===== src/rtl/uart_rx_core.sv =====
// uart_rx_core: UART serial receive engine feeding the RX FIFO.
// Synchronises rxd, oversamples 16x per bit off an integer baud divider, and
// decodes start / 8 data (LSB first) / optional parity / stop with 3-sample
// majority voting. Completed bytes plus error flags leave over valid/ready.
// Ports:
//   PCLK, PRESET            clock, synchronous active-high reset
//   enable                  receiver enable; low forces IDLE
//   div_int                 PCLK cycles per oversample tick (0 acts as 1)
//   parity_en, parity_odd   parity bit present / odd parity select
//   rxd                     asynchronous serial input, idle high
//   rx_data, rx_frame_err,
//   rx_parity_err, rx_valid,
//   rx_ready                word handshake towards the FIFO
//   rx_done, overrun,
//   break_det               single-cycle event pulses
//   rx_busy                 receiver state is not IDLE
module uart_rx_core #(
  parameter int unsigned DIV_WIDTH   = 16,
  parameter int unsigned SYNC_STAGES = 2
) (
  input  logic                 PCLK,
  input  logic                 PRESET,
  input  logic                 enable,
  input  logic [DIV_WIDTH-1:0] div_int,
  input  logic                 parity_en,
  input  logic                 parity_odd,
  input  logic                 rxd,
  output logic [7:0]           rx_data,
  output logic                 rx_frame_err,
  output logic                 rx_parity_err,
  output logic                 rx_valid,
  input  logic                 rx_ready,
  output logic                 rx_done,
  output logic                 overrun,
  output logic                 break_det,
  output logic                 rx_busy
);

  localparam int unsigned SCNT_W = 4;
  localparam int unsigned BYTE_W = 8;

  typedef enum logic [2:0] {
    S_IDLE, S_START, S_DATA, S_PARITY, S_STOP, S_BREAK
  } state_e;

  state_e                 state_q, state_d;
  logic [SYNC_STAGES-1:0] sync_q;
  logic                   last_q;
  logic [DIV_WIDTH-1:0]   tick_cnt_q, tick_cnt_d;
  logic [SCNT_W-1:0]      samp_cnt_q, samp_cnt_d;
  logic [1:0]             vote_q, vote_d;
  logic                   bit_q, bit_d;
  logic [BYTE_W-1:0]      shift_q, shift_d;
  logic [2:0]             bit_idx_q, bit_idx_d;
  logic                   par_err_q, par_err_d;
  logic [BYTE_W-1:0]      data_q, data_d;
  logic                   fe_q, fe_d, pe_q, pe_d, valid_q, valid_d;
  logic                   done_q, ovr_q, brk_q, busy_q;

  logic                   rxd_s, start_c, tick_c, maj_c, bit_end_c, stop_dec_c;
  logic                   break_c, word_c, load_c, ovr_c;
  logic [DIV_WIDTH-1:0]   div_eff;
  logic [SCNT_W-1:0]      cnt_nxt;

  assign rxd_s   = sync_q[SYNC_STAGES-1];
  assign start_c = (state_q == S_IDLE) & enable & last_q & ~rxd_s;
  assign div_eff = (div_int == '0) ? DIV_WIDTH'(1) : div_int;
  // >= keeps the counter bounded if div_int shrinks mid-count
  assign tick_c  = (tick_cnt_q >= (div_eff - DIV_WIDTH'(1)));
  assign cnt_nxt = samp_cnt_q + SCNT_W'(1);
  // third vote is the live sample so the stop bit can resolve on its count-9 tick
  assign maj_c   = (vote_q[1] & vote_q[0]) | (vote_q[1] & rxd_s) | (vote_q[0] & rxd_s);
  assign bit_end_c  = tick_c & (cnt_nxt == SCNT_W'(15));
  assign stop_dec_c = enable & tick_c & (state_q == S_STOP) & (cnt_nxt == SCNT_W'(9));

  // State register
  always_ff @(posedge PCLK) begin
    if (PRESET) state_q <= S_IDLE;
    else        state_q <= state_d;
  end

  // Next-state logic
  always_comb begin
    state_d = state_q;
    if (!enable) begin
      state_d = S_IDLE;
    end else begin
      case (state_q)
        S_IDLE:   if (start_c) state_d = S_START;
        S_START:  if (bit_end_c) state_d = bit_q ? S_IDLE : S_DATA;
        S_DATA:   if (bit_end_c && (bit_idx_q == 3'd7)) state_d = parity_en ? S_PARITY : S_STOP;
        S_PARITY: if (bit_end_c) state_d = S_STOP;
        S_STOP:   if (stop_dec_c) state_d = break_c ? S_BREAK : S_IDLE;
        S_BREAK:  if (rxd_s) state_d = S_IDLE;
        default:  state_d = S_IDLE;
      endcase
    end
  end

  // Frame outcome decode at the stop decision
  always_comb begin
    break_c = stop_dec_c & ~maj_c & (shift_q == '0) & ~par_err_q;
    word_c  = stop_dec_c & ~break_c;
    load_c  = word_c & (~valid_q | rx_ready);
    ovr_c   = word_c & valid_q & ~rx_ready;
  end

  // Datapath next-state
  always_comb begin
    tick_cnt_d = tick_cnt_q;
    samp_cnt_d = samp_cnt_q;
    vote_d     = vote_q;
    bit_d      = bit_q;
    shift_d    = shift_q;
    bit_idx_d  = bit_idx_q;
    par_err_d  = par_err_q;
    if (state_q == S_IDLE) begin
      tick_cnt_d = '0;
      samp_cnt_d = '0;
    end else if (tick_c) begin
      tick_cnt_d = '0;
      samp_cnt_d = cnt_nxt;
      case (cnt_nxt)
        SCNT_W'(7): vote_d[1] = rxd_s;
        SCNT_W'(8): vote_d[0] = rxd_s;
        SCNT_W'(9): bit_d     = maj_c;
        default:    ;
      endcase
    end else begin
      tick_cnt_d = tick_cnt_q + DIV_WIDTH'(1);
    end
    if (start_c) begin
      bit_idx_d = '0;
      par_err_d = 1'b0;
    end
    if ((state_q == S_DATA) && bit_end_c) begin
      shift_d   = {bit_q, shift_q[BYTE_W-1:1]};
      bit_idx_d = bit_idx_q + 3'd1;
    end
    if ((state_q == S_PARITY) && bit_end_c) begin
      par_err_d = bit_q ^ (^shift_q) ^ parity_odd;
    end
    valid_d = load_c | (valid_q & ~rx_ready);
    data_d  = load_c ? shift_q : data_q;
    fe_d    = load_c ? ~maj_c : fe_q;
    pe_d    = load_c ? par_err_q : pe_q;
  end

  // Datapath and output registers
  always_ff @(posedge PCLK) begin
    if (PRESET) begin
      sync_q     <= '1;
      last_q     <= 1'b1;
      tick_cnt_q <= '0;
      samp_cnt_q <= '0;
      vote_q     <= '0;
      bit_q      <= 1'b0;
      shift_q    <= '0;
      bit_idx_q  <= '0;
      par_err_q  <= 1'b0;
      data_q     <= '0;
      fe_q       <= 1'b0;
      pe_q       <= 1'b0;
      valid_q    <= 1'b0;
      done_q     <= 1'b0;
      ovr_q      <= 1'b0;
      brk_q      <= 1'b0;
      busy_q     <= 1'b0;
    end else begin
      sync_q     <= {sync_q[SYNC_STAGES-2:0], rxd};
      last_q     <= rxd_s;
      tick_cnt_q <= tick_cnt_d;
      samp_cnt_q <= samp_cnt_d;
      vote_q     <= vote_d;
      bit_q      <= bit_d;
      shift_q    <= shift_d;
      bit_idx_q  <= bit_idx_d;
      par_err_q  <= par_err_d;
      data_q     <= data_d;
      fe_q       <= fe_d;
      pe_q       <= pe_d;
      valid_q    <= valid_d;
      done_q     <= load_c;
      ovr_q      <= ovr_c;
      brk_q      <= break_c;
      busy_q     <= (state_d != S_IDLE);
    end
  end

  assign rx_data       = data_q;
  assign rx_frame_err  = fe_q;
  assign rx_parity_err = pe_q;
  assign rx_valid      = valid_q;
  assign rx_done       = done_q;
  assign overrun       = ovr_q;
  assign break_det     = brk_q;
  assign rx_busy       = busy_q;

endmodule


===== config.mk =====
export PLATFORM = sky130hd
export DESIGN_NAME = uart_rx_core
export DESIGN_NICKNAME = d
export VERILOG_FILES = /design/src/rtl/uart_rx_core.sv
export SDC_FILE = /design/constraint.sdc
export NUM_CORES = 1
export LEC_CHECK = 0
export ABC_AREA = 1
export BUFFER_PORTS_ARGS = -buffer_cell sky130_fd_sc_hd__buf_2
export CAP_MARGIN = 20
export CELL_PAD_IN_SITES_DETAIL_PLACEMENT = 1
export CELL_PAD_IN_SITES_GLOBAL_PLACEMENT = 1
export CORE_ASPECT_RATIO = 0.8
export CORE_MARGIN = 2
export CORE_UTILIZATION = 46
export CTS_CLUSTER_SIZE = 8
export DETAILED_ROUTE_END_ITERATION = 8
export PLACE_DENSITY = 0.9
export SYNTH_ARGS = -nofsm -noshare
export SYNTH_HDL_FRONTEND = slang
export SYNTH_SLANG_ARGS = --single-unit

===== constraint.sdc =====
create_clock -name PCLK -period 5.6 [get_ports PCLK]
set_clock_uncertainty 0.2 [all_clocks]
set_input_delay 0.84 -clock PCLK [delete_from_list [all_inputs] [get_ports PCLK]]
set_output_delay 0.84 -clock PCLK [all_outputs]
set_load 0.05 [all_outputs]

==> results.yml, run 1 <==
final_layout:
  final_common_cell: "nand2_1"
  final_cell_mix: "nand2_1, inv_1, dfxtp_1"
  fillers: 888
  drive_gt1_share_pct: 12.8
  diodes: 0
  fin_nets: 527
  seq_area_um2: 1120
  multi_input_area_um2: 1770
  area_growth_pct: 10.6
timing:
  clock.fmax_mhz: 236
  fin_ws_ns: 1.36
  final.setup.tns_ns: 0
  fin_crit_sh_pct: 75.8
  hold_viol_final: 0
  fin_crit_ns: 4.24
  setup_violations: 0
  slew_viol_final: 0
  rsz0062_at_grt: "no"
  tightest_slew_ns: 0.609
  max_slew_margin_pct: 59.3
synth:
  synth_nets: 490
  avgSynthCellArea_um2: 7.29
  yosys_register_bits: 56
  ys_types: 34
  syn_area_um2: 3200
  ys_seq_area_share_pct: 35.0
  synth_top_area_share_pct: 35.0
  yosysTopAreaCell: "dfxtp_1"
  yosys_warnings: 0
  synthCells: 439
  netlist_top_cells_area: "dfxtp_1, ha_1, nand2_1, inv_1, a21oi_1"
die:
  die_w_um: 97.3
  die-height_um: 78.6
  initial_core_util_pct: 46.9
  dieArea_um2: 7650
  io_pins: 38
  rows: 27
  core_area_um2: 6820
clock_tree:
  cts_max_level: 2
  post_cts_buffers: 0
  cts.repair.resized: 0
  tritoncts: "built"
  numCtsBuffers: 5
  root_buffer: "clkbuf_8"
  ctsLongestPathBuffers: 2
  clkLatencyLatePin_ns: 0.32
  clk_pin_slew_ns: 0.11
  cts.sinks: 56
  hold_buffers: 0
detailed_routing:
  firstDrtPassIters: 4
  ant_nets: 0
  vias_per_cell: 5.16
  drc: 0
  wl_mm: 7.89
  vias: 2912
  drt_iter0_drc: 75
  post_drt_wl_per_cell_um: 14.0
critical_path:
  path_class: "in2reg"
  path_max_fanout: 19
  cp-end-kind: "flip-flop"
  crit_slowest_cell: "ha_1"
  startpoint: "div_int[4]"
  reg2reg_depth: 14
  path_cells: "buf_2, nor2_1, nand3_1, nor2_1, a31oi_1, ha_1, nand3_1, inv_1, nand2_1, nor3_1, xor2_1, inv_1, ha_1, nand2_1, nor3_1, nand2_1, nand2_2, nand3_2, inv_2, nand2_4, a21oi_1, nor2_1"
  crit_end: "rx_data[6]"
  reg2reg_to: "rx_data[6]"
  cp.required_ns: 5.60
  worstSetupStartpointType: "input pin"
  critPathArrivalTime_ns: 4.25
  slowest_delay_ns: 0.26
  rr_startpoint: "tick_cnt_q[7]"
  ff2ff_setup_slack_ns: 3.07
status:
  status: "finished clean"
grt:
  globalRouteOverflowTotal: 0
  grt_use_total_pct: 21.3
  grt_max_degree: 24
  antenna_found_initial: 0
  grt_pass1_vias: 2963
  grt_pass1_wl_mm: 13.5
placement:
  preCtsSetupSlack_ns: 1.05
  numPortBuffers: 37
  post-dp-hpwl_mm: 6.20
  globalplace.congestion: 0.835
flow_run:
  cap_violations: 0
min_path:
  hp-start: "sync_q[0]"
  hold_class: "reg2reg"
pwr:
  power_density_nw_per_um2: 190
  ir_worst_vdd_v: 0.0000889
  p_leak_uw: 0.00162
cells in the mapped netlist (all sizes together):
library cell	count
a21boi	1
inv	70
xor2	17
o21ai	18
nor3b	3
nand2	73
buf	5
a31oi	1
nor2	53
nor4	4
or2	5
a21oi	43
nand4	10
ha	28
clkbuf	2
a211oi	1
dfxtp	56
and3	1
xnor2	6
nor3	16
nand3	26
stage by stage:
stage | util [%] | std cells | area [um^2] | hold WS, ns | total power (uW)
6_report | 51.9 | 564 | 3540 | 0.225 | 672
2_1_floorplan | - | 439 | 3200 | 0.189 | 435
3_3_place_gp | 50.6 | 556 | 3450 | 0.193 | 452
4_1_cts | 51.9 | 564 | 3540 | 0.226 | 676
3_5_place_dp | 50.6 | 556 | 3450 | 0.205 | 454
5_1_grt | 51.9 | 564 | 3540 | 0.233 | 697
power by group:
part	switching (uW)	internal, uW
sequential	0.782	399
combinational	27.9	17.4
clock	138	89.4
total	166	506
worst max-delay path, delay by kind of cell:
kind | cells | cell delay, ns
adder cells (fa/ha/maj) | 2 | 0.52
AO/OA/AOI/OAI | 2 | 0.38
buffers and inverters | 4 | 0.41
XOR/XNOR | 1 | 0.13
AND/OR/NAND/NOR | 13 | 1.93
kinds of logic (layout without fill, tap and decap cells):
group / count (synthesis) / after routing / share of synthesized area, %
and+or+nand+nor: 191 / 191 / 27.7
adders and majority gates: 28 / 28 / 10.9
DFF: 56 / 56 / 35.0
AOI/OAI and AO/OA: 64 / 64 / 10.2
buffers and inverters: 77 / 115 / 9.57
xor gates and xnor gates: 23 / 23 / 6.53
worst min-delay path by stage:
stage / cells after the start / end
3_3_place_gp: 1 / sync_q[1]
2_1_floorplan: 1 / sync_q[1]
5_1_grt: 1 / sync_q[1]
6_report: 1 / sync_q[1]
4_1_cts: 1 / sync_q[1]
3_5_place_dp: 1 / sync_q[1]
routing by layer:
| metal | up-vias | track usage, % | part of all wire, % |
|---|---|---|---|
| met5 | - | 0 | 0 |
| met4 | 0 | 4.58 | 0.80 |
| met3 | 7 | 3.65 | 3.9 |
| met2 | 40 | 35.8 | 45 |
| met1 | 1375 | 29.0 | 50 |
| li1 | 1490 | - | - |
flip-flops by register name, summed over array words and instances (netlist names), 2 cells and up:
register and flops:
bit_idx_q 3, rx_data 8, samp_cnt_q 4, shift_q 8, state_q 3, sync_q 2
tick_cnt_q 16, vote_q 2
final cells by class:
class / count / share of cell area, %
Tap cell: 87 / 3.07
Multi-Input combinational cell: 306 / 50.1
Timing Repair Buffer: 37 / 5.23
Clock inverter: 2 / 0.459
Clock buffer: 6 / 2.05
Inverter: 70 / 7.42
Sequential cell: 56 / 31.7
No activity file was read; power rests on OpenSTA's default activity.
==> run 2: changes to the inputs <==
--- a/config.mk
+++ b/config.mk
@@ -12,10 +12,10 @@
 export CELL_PAD_IN_SITES_GLOBAL_PLACEMENT = 1
 export CORE_ASPECT_RATIO = 0.8
 export CORE_MARGIN = 2
-export CORE_UTILIZATION = 46
+export CORE_UTILIZATION = 42
 export CTS_CLUSTER_SIZE = 8
 export DETAILED_ROUTE_END_ITERATION = 8
-export PLACE_DENSITY = 0.9
+export PLACE_DENSITY = 0.84
 export SYNTH_ARGS = -nofsm -noshare
 export SYNTH_HDL_FRONTEND = slang
 export SYNTH_SLANG_ARGS = --single-unit
==> constraint.sdc (replaced) <==
create_clock -name PCLK -period 4.25 [get_ports PCLK]
set_clock_uncertainty 0.2 [all_clocks]
set_input_delay 0.6375 -clock PCLK [delete_from_list [all_inputs] [get_ports PCLK]]
set_output_delay 0.6375 -clock PCLK [all_outputs]
set_load 0.05 [all_outputs]
==> run 2 against run 1 <==
  * Utilization down 2.8 points
  * Sequential share of layout area down 0.75 points
  * Power up 32%
  * Design area up 2.4%
  * Cell count up 4.1%
  * Worst setup slack worse by 0.90 ns
  * Wire length down 1.1%
  * Count of clock-buffer cells in the layout up 2
  * Register-to-register slack worse by 1.2 ns
  * Critical endpoint is now rx_busy
  * Largest cell class unchanged
==> results.yml, run 2 (same netlist as run 1, synthesis figures left out) <==
detailed_routing:
  vias_per_cell: 4.95
  wl_mm: 7.80
  ant_nets: 0
  dr.max_layer_used: "met4"
  firstDrtPassIters: 4
  post_drt_wl_per_cell_um: 13.3
  met2_length_mm: 3.42
  vias: 2905
  drc: 0
  wl_met3_um: 209
  wirelength_met1_mm: 4.12
  drt_iter0_drc: 80
critical_path:
  reg2reg_to: "rx_busy"
  path_class: "in2reg"
  cp-end-kind: "flip-flop"
  critPathArrivalTime_ns: 3.85
  rr_startpoint: "tick_cnt_q[0]"
  worstSetupStartpointType: "input pin"
  reg2reg_depth: 14
  path_max_fanout: 11
  cp.required_ns: 4.30
  ff2ff_setup_slack_ns: 1.91
clock_tree:
  tritoncts: "built"
  clkLatencyLatePin_ns: 0.31
  cts_max_level: 2
  hold_buffers: 0
  root_buffer: "clkbuf_8"
  clk_pin_slew_ns: 0.09
  ctsLongestPathBuffers: 2
  post_cts_buffers: 0
  cts.repair.resized: 0
  numCtsBuffers: 5
  cts.sinks: 56
final_layout:
  area_growth_pct: 13.3
  diodes: 0
  fin_nets: 532
  final_common_cell: "nand2_1"
  final_cell_mix: "nand2_1, inv_1, dfxtp_1"
  largest_register_ffs: 16
  drive_gt1_share_pct: 13.5
  fin_util_pct: 49.1
  fin_cells: 587
  regMostFlops: "tick_cnt_q"
pwr:
  p_leak_uw: 0.00166
  p_sw_share_pct: 23.2
  p_seq_share_pct: 59.3
  ir_worst_vdd_v: 0.000184
  power_density_nw_per_um2: 245
  power_uw: 889
  power.switching_uw: 207
  clkPwrFrac_pct: 34.0
  p_int_uw: 682
  p_comb_share_pct: 6.7
grt:
  grt_pass1_vias: 2877
  globalRouteOverflowTotal: 0
  grt_pass1_wl_mm: 13.2
  grt_max_degree: 24
  grt_use_total_pct: 19.8
  antenna_found_initial: 0
timing:
  tightest_slew_ns: 0.494
  fin_crit_ns: 3.80
  holdWs_ns: 0.224
  slew_viol_final: 0
  fin_crit_sh_pct: 89.4
  hold_viol_final: 0
  rsz0062_at_grt: "no"
  clock.fmax_mhz: 263
  setup_violations: 0
  max_slew_margin_pct: 66.8
  final.setup.tns_ns: 0
min_path:
  hold_end: "sync_q[1]"
  min_path_cells: 1
  hold_class: "reg2reg"
  hp-start: "sync_q[0]"
placement:
  post-dp-hpwl_mm: 6.20
  numPortBuffers: 37
  dp.cells: 576
  globalplace.congestion: 0.802
die:
  initial_core_util_pct: 43.3
  die-height_um: 82.1
  core_area_um2: 7390
  io_pins: 38
  rows: 28
  die_w_um: 102
  dieArea_um2: 8340
status:
  status: "finished clean"
flow_run:
  cap_violations: 0
[run 2: changes by cell type in the layout (fill, tap and decap cells not counted), sizes merged]
| cell | previous run | this run |
|---|---|---|
| buf | 37 | 42 |
| clkbuf | 6 | 8 |
| clkinv | 1 | 0 |
| clkinvlp | 1 | 0 |
[run 2: layout make-up]
type | instances | area [um^2]
fillers | 959 | 3760
multi-input cells | 306 | 1770
flip-flops and latches | 56 | 1120
inverters | 70 | 263
repair buffers | 42 | 248
well taps | 105 | 131
clock buffers | 8 | 90.1
[run 2: how the worst max path moves through the flow]
stage	from	endpoint	slack (ns)	depth (start not counted)
global route	div_int[4]	rx_data[5]	0.04	23
finish	div_int[4]	rx_busy	0.45	23
CTS	div_int[4]	rx_busy	0.39	23
global placement	div_int[13]	rx_busy	0.20	21
detailed placement	div_int[13]	rx_busy	0.07	21
floorplan	div_int[6]	rx_data[1]	0.81	22
[run 2: routing by layer]
layer,vias up,track usage (%)
met5,-,0
li1,1498,-
met3,7,3.87
met2,29,30.5
met1,1371,28.5
met4,0,4.86
[run 2: metrics by stage]
stage	instance area [um^2]	setup WS (ns)
after global routing	3630	0.0385
after floorplan	3200	0.807
after CTS	3590	0.386
after detailed placement	3500	0.0742
after global placement	3500	0.200
final	3630	0.452
[run 2: power by group through the flow]
stage | clock [uW] | combinational, uW | sequential, uW
2_1_floorplan | 0 | 33.7 | 539
3_3_place_gp | 0 | 57.2 | 539
3_5_place_dp | 0 | 59.2 | 539
4_1_cts | 312 | 59.7 | 527
5_1_grt | 328 | 68.2 | 527
6_report | 302 | 59.7 | 527
[run 2: worst max-delay path, cell delays in order]
cell,delay (ns)
buf_2,0.13
nor2_1,0.21
nand3_1,0.10
nor2_1,0.21
a31oi_1,0.16
ha_1,0.26
nand3_1,0.12
inv_1,0.09
nand2_1,0.12
nor3_1,0.07
xor2_1,0.14
inv_1,0.06
ha_1,0.26
nand2_1,0.07
nor3_1,0.19
nand2_1,0.09
nand2_2,0.22
nand2_2,0.17
nor2_8,0.19
nand2_1,0.09
nand3_1,0.11
nand2_1,0.07
nand3_1,0.10
